<file path="src/rtl/div_pkg.sv">
// rtl/div_pkg.sv - shared FSM states and sign/magnitude helper for the repeated-subtraction divider
package div_pkg;

  typedef enum logic [1:0] {
    IDLE = 2'd0,
    CALC = 2'd1,
    DONE = 2'd2
  } div_state_t;

  // Width the sign helper works at; callers zero-extend in and size-cast the result back.
  localparam int DIV_MAX_W = 64;

  function automatic logic [DIV_MAX_W-1:0] cond_neg(input logic [DIV_MAX_W-1:0] v,
                                                    input logic                 neg);
    return neg ? (~v + DIV_MAX_W'(1)) : v;
  endfunction

endpackage

</file>
<file path="src/rtl/div_ctrl.sv">
// rtl/div_ctrl.sv - IDLE/CALC/DONE sequencer issuing load/inc/fin strobes to the datapath
module div_ctrl
  import div_pkg::*;
(
  input  logic clk,
  input  logic rst,
  input  logic i_start,
  input  logic i_lesser,
  input  logic i_zero,
  output logic o_load,
  output logic o_inc,
  output logic o_fin,
  output logic o_busy,
  output logic o_done
);

  div_state_t r_state;
  div_state_t w_next;

  always_ff @(posedge clk) begin
    if (rst) r_state <= IDLE;
    else     r_state <= w_next;
  end

  always_comb begin
    w_next = r_state;
    o_load = 1'b0;
    o_inc  = 1'b0;
    o_fin  = 1'b0;
    case (r_state)
      IDLE: begin
        if (i_start) begin
          o_load = 1'b1;
          w_next = CALC;
        end
      end
      CALC: begin
        // A zero divisor must finish before the comparison, which would always pass.
        if (i_zero || i_lesser) begin
          o_fin  = 1'b1;
          w_next = DONE;
        end else begin
          o_inc = 1'b1;
        end
      end
      DONE:    w_next = IDLE;
      default: w_next = IDLE;
    endcase
  end

  assign o_busy = (r_state != IDLE);
  assign o_done = (r_state == DONE);

endmodule

</file>
<file path="src/rtl/div_dp.sv">
// rtl/div_dp.sv - magnitude registers, compare/subtract, quotient counter and final sign fix
module div_dp
  import div_pkg::*;
#(
  parameter int WIDTH  = 16,
  parameter int SIGNED = 0
) (
  input  logic             clk,
  input  logic             rst,
  input  logic             i_load,
  input  logic             i_inc,
  input  logic             i_fin,
  input  logic [WIDTH-1:0] i_dividend,
  input  logic [WIDTH-1:0] i_divisor,
  output logic             o_lesser,
  output logic             o_zero,
  output logic [WIDTH-1:0] o_quotient,
  output logic [WIDTH-1:0] o_remainder,
  output logic             o_dbz,
  output logic             o_ovf
);

  localparam bit               IS_SIGNED = (SIGNED != 0);
  localparam logic [WIDTH-1:0] MIN_NEG   = {1'b1, {(WIDTH-1){1'b0}}};

  logic [WIDTH-1:0] r_rem, r_cnt, r_dvs, r_quot_out, r_rem_out;
  logic             r_sign_a, r_sign_b, r_dbz, r_ovf;

  logic             w_sign_a, w_sign_b, w_ovf;
  logic [WIDTH-1:0] w_mag_a, w_mag_b, w_quot_fix, w_rem_fix;

  assign w_sign_a = IS_SIGNED & i_dividend[WIDTH-1];
  assign w_sign_b = IS_SIGNED & i_divisor[WIDTH-1];
  assign w_mag_a  = WIDTH'(cond_neg(DIV_MAX_W'(i_dividend), w_sign_a));
  assign w_mag_b  = WIDTH'(cond_neg(DIV_MAX_W'(i_divisor), w_sign_b));

  assign o_zero   = (r_dvs == '0);
  assign o_lesser = (r_rem < r_dvs);

  // Remainder follows the dividend sign; this also rebuilds the raw dividend for divide-by-zero.
  assign w_quot_fix = WIDTH'(cond_neg(DIV_MAX_W'(r_cnt), r_sign_a ^ r_sign_b));
  assign w_rem_fix  = WIDTH'(cond_neg(DIV_MAX_W'(r_rem), r_sign_a));
  // Only -2^(W-1) / -1 can reach a count of 2^(W-1) with both signs negative.
  assign w_ovf      = IS_SIGNED & r_sign_a & r_sign_b & (r_cnt == MIN_NEG);

  always_ff @(posedge clk) begin
    if (rst) begin
      r_rem      <= '0;
      r_cnt      <= '0;
      r_dvs      <= '0;
      r_sign_a   <= 1'b0;
      r_sign_b   <= 1'b0;
      r_quot_out <= '0;
      r_rem_out  <= '0;
      r_dbz      <= 1'b0;
      r_ovf      <= 1'b0;
    end else if (i_load) begin
      r_rem    <= w_mag_a;
      r_cnt    <= '0;
      r_dvs    <= w_mag_b;
      r_sign_a <= w_sign_a;
      r_sign_b <= w_sign_b;
      r_dbz    <= 1'b0;
      r_ovf    <= 1'b0;
    end else if (i_inc) begin
      r_rem <= r_rem - r_dvs;
      r_cnt <= r_cnt + WIDTH'(1);
    end else if (i_fin) begin
      if (o_zero) begin
        r_dbz      <= 1'b1;
        r_quot_out <= '1;
      end else begin
        r_quot_out <= w_quot_fix;
        r_ovf      <= w_ovf;
      end
      r_rem_out <= w_rem_fix;
    end
  end

  assign o_quotient  = r_quot_out;
  assign o_remainder = r_rem_out;
  assign o_dbz       = r_dbz;
  assign o_ovf       = r_ovf;

endmodule

</file>
<file path="src/rtl/div_rep_sub_param.sv">
// rtl/div_rep_sub_param.sv - repeated-subtraction divider, one subtraction per cycle
module div_rep_sub_param
  import div_pkg::*;
#(
  parameter int WIDTH  = 16,
  parameter int SIGNED = 0
) (
  input  logic             clk,
  input  logic             rst,
  input  logic             start,
  input  logic [WIDTH-1:0] dividend,
  input  logic [WIDTH-1:0] divisor,
  output logic             busy,
  output logic             done,
  output logic [WIDTH-1:0] quotient,
  output logic [WIDTH-1:0] remainder,
  output logic             dbz,
  output logic             ovf
);

  logic w_load, w_inc, w_fin, w_lesser, w_zero;

  div_ctrl u_ctrl (
    .clk      (clk),
    .rst      (rst),
    .i_start  (start),
    .i_lesser (w_lesser),
    .i_zero   (w_zero),
    .o_load   (w_load),
    .o_inc    (w_inc),
    .o_fin    (w_fin),
    .o_busy   (busy),
    .o_done   (done)
  );

  div_dp #(
    .WIDTH  (WIDTH),
    .SIGNED (SIGNED)
  ) u_dp (
    .clk         (clk),
    .rst         (rst),
    .i_load      (w_load),
    .i_inc       (w_inc),
    .i_fin       (w_fin),
    .i_dividend  (dividend),
    .i_divisor   (divisor),
    .o_lesser    (w_lesser),
    .o_zero      (w_zero),
    .o_quotient  (quotient),
    .o_remainder (remainder),
    .o_dbz       (dbz),
    .o_ovf       (ovf)
  );

endmodule

</file>
<file path="config.mk">
export PLATFORM = sky130hd
export DESIGN_NAME = div_rep_sub_param
export DESIGN_NICKNAME = d
export VERILOG_FILES = /design/src/rtl/div_pkg.sv /design/src/rtl/div_ctrl.sv /design/src/rtl/div_dp.sv /design/src/rtl/div_rep_sub_param.sv
export SDC_FILE = /design/constraint.sdc
export NUM_CORES = 1
export LEC_CHECK = 0
export BUFFER_PORTS_ARGS = -buffer_cell sky130_fd_sc_hd__clkbuf_2
export CORE_ASPECT_RATIO = 0.9
export CORE_MARGIN = 4
export CORE_UTILIZATION = 51
export CTS_CLUSTER_SIZE = 28
export DETAILED_ROUTE_END_ITERATION = 12
export GPL_TIMING_DRIVEN = 0
export PLACE_DENSITY = 0.84
export SYNTH_ARGS = -nofsm -noshare
export SYNTH_HDL_FRONTEND = slang
export SYNTH_SLANG_ARGS = --single-unit
</file>
<file path="constraint.sdc">
create_clock -name clk -period 2.5 [get_ports clk]
set_input_delay 0.375 -clock clk [delete_from_list [all_inputs] [get_ports clk]]
set_output_delay 0.375 -clock clk [all_outputs]
set_load 0.005 [all_outputs]
</file>
# Yosys cells after proc, flatten, opt, wreduce, memory -nomap -nowiden
# Index checks and enable logic that the tools add are counted.
# totals
ff_bits	83
inputBits	35
word_cells	37
# op_classes
addsub	2
order_cmp	1
n_eq_ne	4
n_mux	12
bitwise	2
n_reduce_logical	9
# ops
cell	count
$mux 16	3
$add 16x1->16 const B	1
$logic_not 16->1	1
$lt 16x16->1	1
$sub 16x16->16	1
$mux 1	6
$reduce_and 3->1	2
$mux 2	2
$pmux 2 s2	1
$reduce_bool 2->1	2
$eq 2x1->1 const B	1
$eq 2x2->1 const B	1
$logic_not 2->1	1
$ne 2x1->1 const B	1
$ne 2x2->1 const B	1
$not 1->1	2
$reduce_and 2->1	1
$reduce_or 2->1	1
$logic_or 1x1->1	1

# Longest topological paths before layout
# depth
ltp_word	6
mapped_depth	12

# Cells and area by module
# Synthesis repeated with hierarchy kept, for this count alone.
# hier_totals
hier_cells	489
area_unflattened_um2	3997.6
# modules_own_cells
module	instances	cells_each	area_per_inst_um2	seq_area_each_um2
div_dp	1	475	3883.7	1621.6
div_ctrl	1	14	113.9	40.0

# Worst setup path after synthesis
# Ideal clock, no wire load.
# synth_timing
path_type	register -> register
startpoint	register u_dp.r_rem[0]
endpoint	register u_dp.r_rem[12]
setup_ps	91
arrival_time_ps	2563
required_time_ps	2409
path_slack_ps	-154
stages_incl_launch_ff	13
synth_period_minus_slack_ps	2654
path_cell_list	dfxtp_1 inv_1 ha_1 inv_1 fa_1 a211oi_1 o31a_1 a211oi_4 o211ai_2 buf_2 clkbuf_1 nand2_1 a311oi_1
# synth_between
elab_chain_cells	5
elab_cells_between_ends	8
cone_classes	add/sub (1); order compare (1); mux (4); reduce/logical (2)
# synth_rtl
item	line	rtl
start: declaration	div_dp.sv:26	logic [WIDTH-1:0] r_rem, r_cnt, r_dvs, r_quot_out, r_rem_out;
start signal: assignment	div_dp.sv:58	r_rem <= w_mag_a;
start signal: assignment	div_dp.sv:66	r_rem <= r_rem - r_dvs;
$lt 16x16->1	div_dp.sv:38	assign o_lesser = (r_rem < r_dvs);
$logic_or 1x1->1	div_ctrl.sv:39	if (i_zero || i_lesser) begin
$mux 1	div_ctrl.sv:39	
$mux 1	div_ctrl.sv:30	case (r_state)
$reduce_bool 2->1 (no source line)	-	
# Several ways; a longest one is shown, not always the timed one. The select of a mux whose other input is x is not followed.
# A chain may end at the register's enable or synchronous reset.

# Worst setup path in the final report
# layout_timing
startpoint	register u_dp.r_dvs[11]
endpoint	register u_dp.r_quot_out[10], in the netlist u_dp.o_quotient[10]
# layout_between
elab_chain_cells	6
elab_cells_between_ends	10
cone_classes	order compare (1); mux (5); bitwise (1); reduce/logical (3)
# layout_rtl
item	line	rtl
start: declaration	div_dp.sv:26	
start signal: assignment	div_dp.sv:60	r_dvs <= w_mag_b;
$lt 16x16->1 or $logic_not 16->1 (tied branches)	div_dp.sv:38, div_dp.sv:37	
$logic_or 1x1->1	div_ctrl.sv:39	
$mux 1	div_ctrl.sv:39	
$mux 1	div_ctrl.sv:30	
$not 1->1 (no source line)	-	
$reduce_and 3->1 (no source line)	-	
end signal: assignment	div_dp.sv:73	r_quot_out <= w_quot_fix;
end: declaration	div_dp.sv:26	
# Several ways; a longest one is shown, not always the timed one.

==> impl_metrics.xml <==
<?xml version="1.0" encoding="UTF-8"?>
<metrics>
  <group name="synth">
    <metric name="ys.flop_type" unit="">sky130_fd_sc_hd__dfxtp_1</metric>
    <metric name="synth.yosys.seq_area_share" unit="">0.386</metric>
    <metric name="synth_top_family_by_area" unit="">compound AO/OA/AOI/OAI gates</metric>
    <metric name="synthSimpleGateAreaFrac" unit="">0.237</metric>
    <metric name="synth-adder-area-share" unit="">0.0541</metric>
    <metric name="synth_top_cell_area_share" unit="">0.386</metric>
    <metric name="synth_area" unit="um^2">4300</metric>
    <metric name="async_flop_share" unit="">0</metric>
    <metric name="synth-warning-count" unit="">0</metric>
    <metric name="synthXorXnorAreaFrac" unit="">0.0183</metric>
    <metric name="post-synth-top-area-cell" unit="">sky130_fd_sc_hd__dfxtp_1</metric>
    <metric name="synth_compound_area_frac" unit="">0.238</metric>
    <metric name="postSynthRegisterBits" unit="">83</metric>
    <metric name="synth_cell_type_count" unit="">54</metric>
    <metric name="synth.area.mux_share" unit="">0.00465</metric>
    <metric name="synthCells" unit="">553</metric>
    <metric name="synth_top_cells_by_area" unit="">sky130_fd_sc_hd__dfxtp_1 39%, sky130_fd_sc_hd__a21oi_1 9.7%, sky130_fd_sc_hd__nand2_1 5.2%, sky130_fd_sc_hd__ha_1 4.9%, sky130_fd_sc_hd__o21ai_0 3.6%</metric>
    <metric name="synth_nets" unit="">606</metric>
    <metric name="postSynthAreaPerCell" unit="um^2">7.78</metric>
    <metric name="number_of_synthesized_flops_with_an_enable_pin" unit="">0</metric>
  </group>
  <group name="worst_setup_path">
    <metric name="timing.critical_path.cells" unit="">nor4_2 &gt; and4_1 &gt; o21ba_2 &gt; o21a_2 &gt; buf_6 &gt; nor4_1 &gt; nor3_1</metric>
    <metric name="required" unit="ps">2740</metric>
    <metric name="timing.critical_path.slowest_cell_delay" unit="ps">620</metric>
    <metric name="timing.critical_path.slowest_stage_cell" unit="">sky130_fd_sc_hd__and4_1</metric>
    <metric name="crit_path_max_fanout" unit="">10</metric>
    <metric name="reg2regPathDepth" unit="">7</metric>
    <metric name="worstSetupPathType" unit="">reg2reg</metric>
    <metric name="cp.arrival" unit="ps">2830</metric>
    <metric name="setup.worst_path.end_class" unit="">flop</metric>
    <metric name="cp_num_cells" unit="">7</metric>
    <metric name="timing.critical_path.max_delay_family" unit="">simple AND/OR/NAND/NOR gates</metric>
    <metric name="crit_path_start_kind" unit="">flop</metric>
    <metric name="buffering_stage_count_on_the_worst_path_with_inverters_included" unit="">1</metric>
  </group>
  <group name="die">
    <metric name="total_die_area" unit="um^2">9980</metric>
    <metric name="ioPinCount" unit="">71</metric>
    <metric name="floorplan.die.width" unit="um">105</metric>
    <metric name="core" unit="um^2">8150</metric>
    <metric name="die_height" unit="um">95.2</metric>
    <metric name="rows" unit="">31</metric>
    <metric name="initial_core_util" unit="">0.528</metric>
  </group>
  <group name="timing">
    <metric name="finalSetupViolCount" unit="">26</metric>
    <metric name="finalWorstSetupSlack" unit="ps">-89.4</metric>
    <metric name="slew_viol_final" unit="">0</metric>
    <metric name="rsz_0062_raised_after_global_routing" unit="">yes</metric>
    <metric name="achievable-frequency" unit="MHz">386</metric>
    <metric name="timing_worst_slew_pin_value" unit="ps">813</metric>
    <metric name="report.final.hold_viol_count" unit="">0</metric>
    <metric name="timing.setup.tns" unit="ps">-840</metric>
    <metric name="slew_headroom" unit="">0.458</metric>
    <metric name="fin_crit" unit="ps">2590</metric>
    <metric name="clock_skew" unit="ps">17.9</metric>
    <metric name="period_utilization" unit="">1.04</metric>
  </group>
  <group name="route">
    <metric name="drt_first_pass_iters" unit="">8</metric>
    <metric name="detail_route.wl_per_cell" unit="um">20.4</metric>
    <metric name="drt-initial-drc-count" unit="">429</metric>
    <metric name="drt_via_density" unit="">6.52</metric>
    <metric name="num_vias" unit="">4965</metric>
    <metric name="finalWirelength" unit="um">15500</metric>
    <metric name="post-route-drc-count" unit="">0</metric>
    <metric name="drtAntennaViolNets" unit="">0</metric>
  </group>
  <group name="global_route">
    <metric name="grt_pass1_vias" unit="">4345</metric>
    <metric name="grt_antenna_before_repair" unit="">0</metric>
    <metric name="groute.usage.overall" unit="">0.280</metric>
    <metric name="grt.met3_usage" unit="">0.0677</metric>
    <metric name="grt_busiest_layer" unit="">met2</metric>
    <metric name="globalRouteOverflowTotal" unit="">0</metric>
    <metric name="use_met2" unit="">0.448</metric>
    <metric name="met1_usage" unit="">0.373</metric>
    <metric name="wire_length_of_the_first_global_routing_pass" unit="um">22000</metric>
    <metric name="grt_max_degree" unit="">17</metric>
  </group>
  <group name="pwr">
    <metric name="irDropWorstVdd" unit="uV">499</metric>
    <metric name="netSwitchingPower" unit="mW">2.63</metric>
    <metric name="power.clock.fraction" unit="">0.188</metric>
    <metric name="seqPwrFrac" unit="">0.275</metric>
    <metric name="total_power" unit="mW">6.14</metric>
    <metric name="sw_frac_of_total" unit="">0.428</metric>
    <metric name="power_density_cells" unit="nW/um^2">1020</metric>
    <metric name="power_frac_comb" unit="">0.537</metric>
    <metric name="internal_power" unit="mW">3.51</metric>
    <metric name="leakage" unit="nW">2.27</metric>
  </group>
  <group name="clock_tree">
    <metric name="holdBufCountCts" unit="">0</metric>
    <metric name="cts_num_sinks" unit="">83</metric>
    <metric name="cts.clk_slew.worst_paths" unit="ps">90</metric>
    <metric name="max-clock-path-buffers" unit="">2</metric>
    <metric name="cts.htree.levels" unit="">3</metric>
    <metric name="clock_buffers_created_by_tritoncts" unit="">9</metric>
    <metric name="clock_tree.root_cell" unit="">sky130_fd_sc_hd__clkbuf_8</metric>
    <metric name="worstSkewPairLatency" unit="ps">380</metric>
    <metric name="cts_tree" unit="">built</metric>
  </group>
  <group name="finish">
    <metric name="areaGrowthSynthToFinish" unit="%">39.6</metric>
    <metric name="finalNetCount" unit="">710</metric>
    <metric name="nFillCells" unit="">577</metric>
    <metric name="drive_above_1_share" unit="">0.340</metric>
    <metric name="num_antenna_cells" unit="">0</metric>
    <metric name="utilization" unit="">0.738</metric>
  </group>
  <group name="run_status">
    <metric name="outcome" unit="">finished with violations</metric>
    <metric name="failed_checks" unit="">negative setup slack</metric>
  </group>
  <group name="hold_path">
    <metric name="tightest_hold_check_type" unit="">in2reg</metric>
    <metric name="worst_hold_path.num_cells" unit="">3</metric>
  </group>
  <group name="flow_run">
    <metric name="drv_cap" unit="">0</metric>
  </group>
  <group name="placement">
    <metric name="dp_worst_setup_slack" unit="ps">-551</metric>
    <metric name="dp_hpwl" unit="um">9790</metric>
    <metric name="port-buffer-count" unit="">69</metric>
    <metric name="globalplace.congestion" unit="">0.960</metric>
  </group>
</metrics>
final cells by class:
type                    instances  area (um^2)  share of cell area
multi-input cells             404         2950               0.491
repair buffers                 95          648               0.108
inverters                      24         92.6              0.0154
plain buffers                  40          287              0.0477
well taps                      99          124              0.0206
flip-flops and latches         83         1680               0.279
clock inverters                 7          105              0.0175
clock buffers                   9          124              0.0206
registers in the layout (all words and copies together) (netlist names):
| signal | count |
|---|---|
| u_dp.o_dbz | 1 |
| u_dp.r_dvs | 16 |
| u_ctrl.r_state | 2 |
| u_dp.r_cnt | 16 |
| u_dp.o_remainder | 16 |
| u_dp.r_rem | 16 |
| u_dp.o_quotient | 16 |
power groups by stage:
stage	sequential (mW)	clock, mW	combinational (mW)
2_1_floorplan	1.64	0	1.55
3_3_place_gp	1.68	0	2.06
3_5_place_dp	1.68	0	2.10
4_1_cts	1.66	1.14	2.54
5_1_grt	1.70	1.21	3.53
6_report	1.69	1.15	3.30
repair_timing:
action | in CTS | in global routing
pin swaps | 26 | 45
endpoints found under the setup margin | 66 | 66
resized for setup | 68 | 107
cloned | 2 | 3
buffers inserted | 10 | 12
layout by cell type, fill, tap and decap left out, drive strengths merged, types with 3 or more instances in the layout:
cell type  count
a2111oi        3
a211oi         4
a21oi         83
a31oi          6
and3          10
buf           37
clkbuf       107
dfxtp         83
ha            17
inv           28
nand2         60
nand2b         3
nand3         29
nand4          6
nor2          22
nor2b          3
nor3          28
nor4          22
o2111ai        3
o211ai         5
o21a           6
o21ai         32
o31a           3
o31ai          6
or3            9
or4            6
xnor2          5
xor2           4
cells by family (layout without fill, tap and decap cells):
group                    Yosys count  in the layout
AND/OR/NAND/NOR                  205            205
AO/OA/AOI/OAI                    169            169
flip-flops                        83             83
buffers and inverters             66            175
adder cells (fa/ha/maj)           18             18
XOR/XNOR                           9              9
multiplexers                       2              2
other                              1              1
tightest hold or removal path, cell delays in order:
cell and delay, ps:
sky130_fd_sc_hd__clkbuf_2 80, sky130_fd_sc_hd__nand2_1 40, sky130_fd_sc_hd__a21oi_1 50
routing by layer:
metal  up-vias  share of wire  wire [um]
li1       2246              -          -
met1      2299           0.40       6240
met2       335           0.44       6880
met3        85           0.11       1640
met4         0          0.050        778
met5         -              0          0
synthesized netlist by cell type, types with 3 or more instances:
| cell type | number |
|---|---|
| sky130_fd_sc_hd__a21oi_1 | 83 |
| sky130_fd_sc_hd__buf_2 | 4 |
| sky130_fd_sc_hd__a31oi_1 | 6 |
| sky130_fd_sc_hd__nor3_1 | 28 |
| sky130_fd_sc_hd__nor2b_1 | 3 |
| sky130_fd_sc_hd__o2111ai_1 | 3 |
| sky130_fd_sc_hd__nand4_1 | 6 |
| sky130_fd_sc_hd__nor4_1 | 22 |
| sky130_fd_sc_hd__or4_1 | 6 |
| sky130_fd_sc_hd__dfxtp_1 | 83 |
| sky130_fd_sc_hd__nor2_1 | 22 |
| sky130_fd_sc_hd__nand2b_1 | 3 |
| sky130_fd_sc_hd__o211ai_1 | 4 |
| sky130_fd_sc_hd__nand2_1 | 60 |
| sky130_fd_sc_hd__ha_1 | 17 |
| sky130_fd_sc_hd__a211oi_1 | 3 |
| sky130_fd_sc_hd__clkbuf_1 | 32 |
| sky130_fd_sc_hd__clkbuf_2 | 3 |
| sky130_fd_sc_hd__inv_1 | 24 |
| sky130_fd_sc_hd__xnor2_1 | 5 |
| sky130_fd_sc_hd__xor2_1 | 4 |
| sky130_fd_sc_hd__and3_1 | 10 |
| sky130_fd_sc_hd__o31ai_1 | 6 |
| sky130_fd_sc_hd__nand3_1 | 29 |
| sky130_fd_sc_hd__o21a_1 | 6 |
| sky130_fd_sc_hd__o21ai_0 | 31 |
| sky130_fd_sc_hd__or3_1 | 9 |
| sky130_fd_sc_hd__a2111oi_0 | 3 |
| sky130_fd_sc_hd__o31a_1 | 3 |
worst paths after layout:
path                                     start                   to  slack [ps]
worst min-delay path                divisor[4]        u_dp.r_dvs[4]         210
worst max register to register  u_dp.r_dvs[11]  u_dp.o_quotient[10]         -90
worst min register to register      u_dp.o_dbz           u_dp.o_dbz         470
worst max-delay path            u_dp.r_dvs[11]  u_dp.o_quotient[10]         -90
metrics by stage:
stage                     hold WS [ps]  instances  area [um^2]
after CTS                          213        747         5430
after detailed placement           463        721         4800
final                              208        761         6010
after floorplan                    449        553         4330
after global routing               208        761         6010
after global placement             449        721         4800
(Power assumes the default switching activity.)
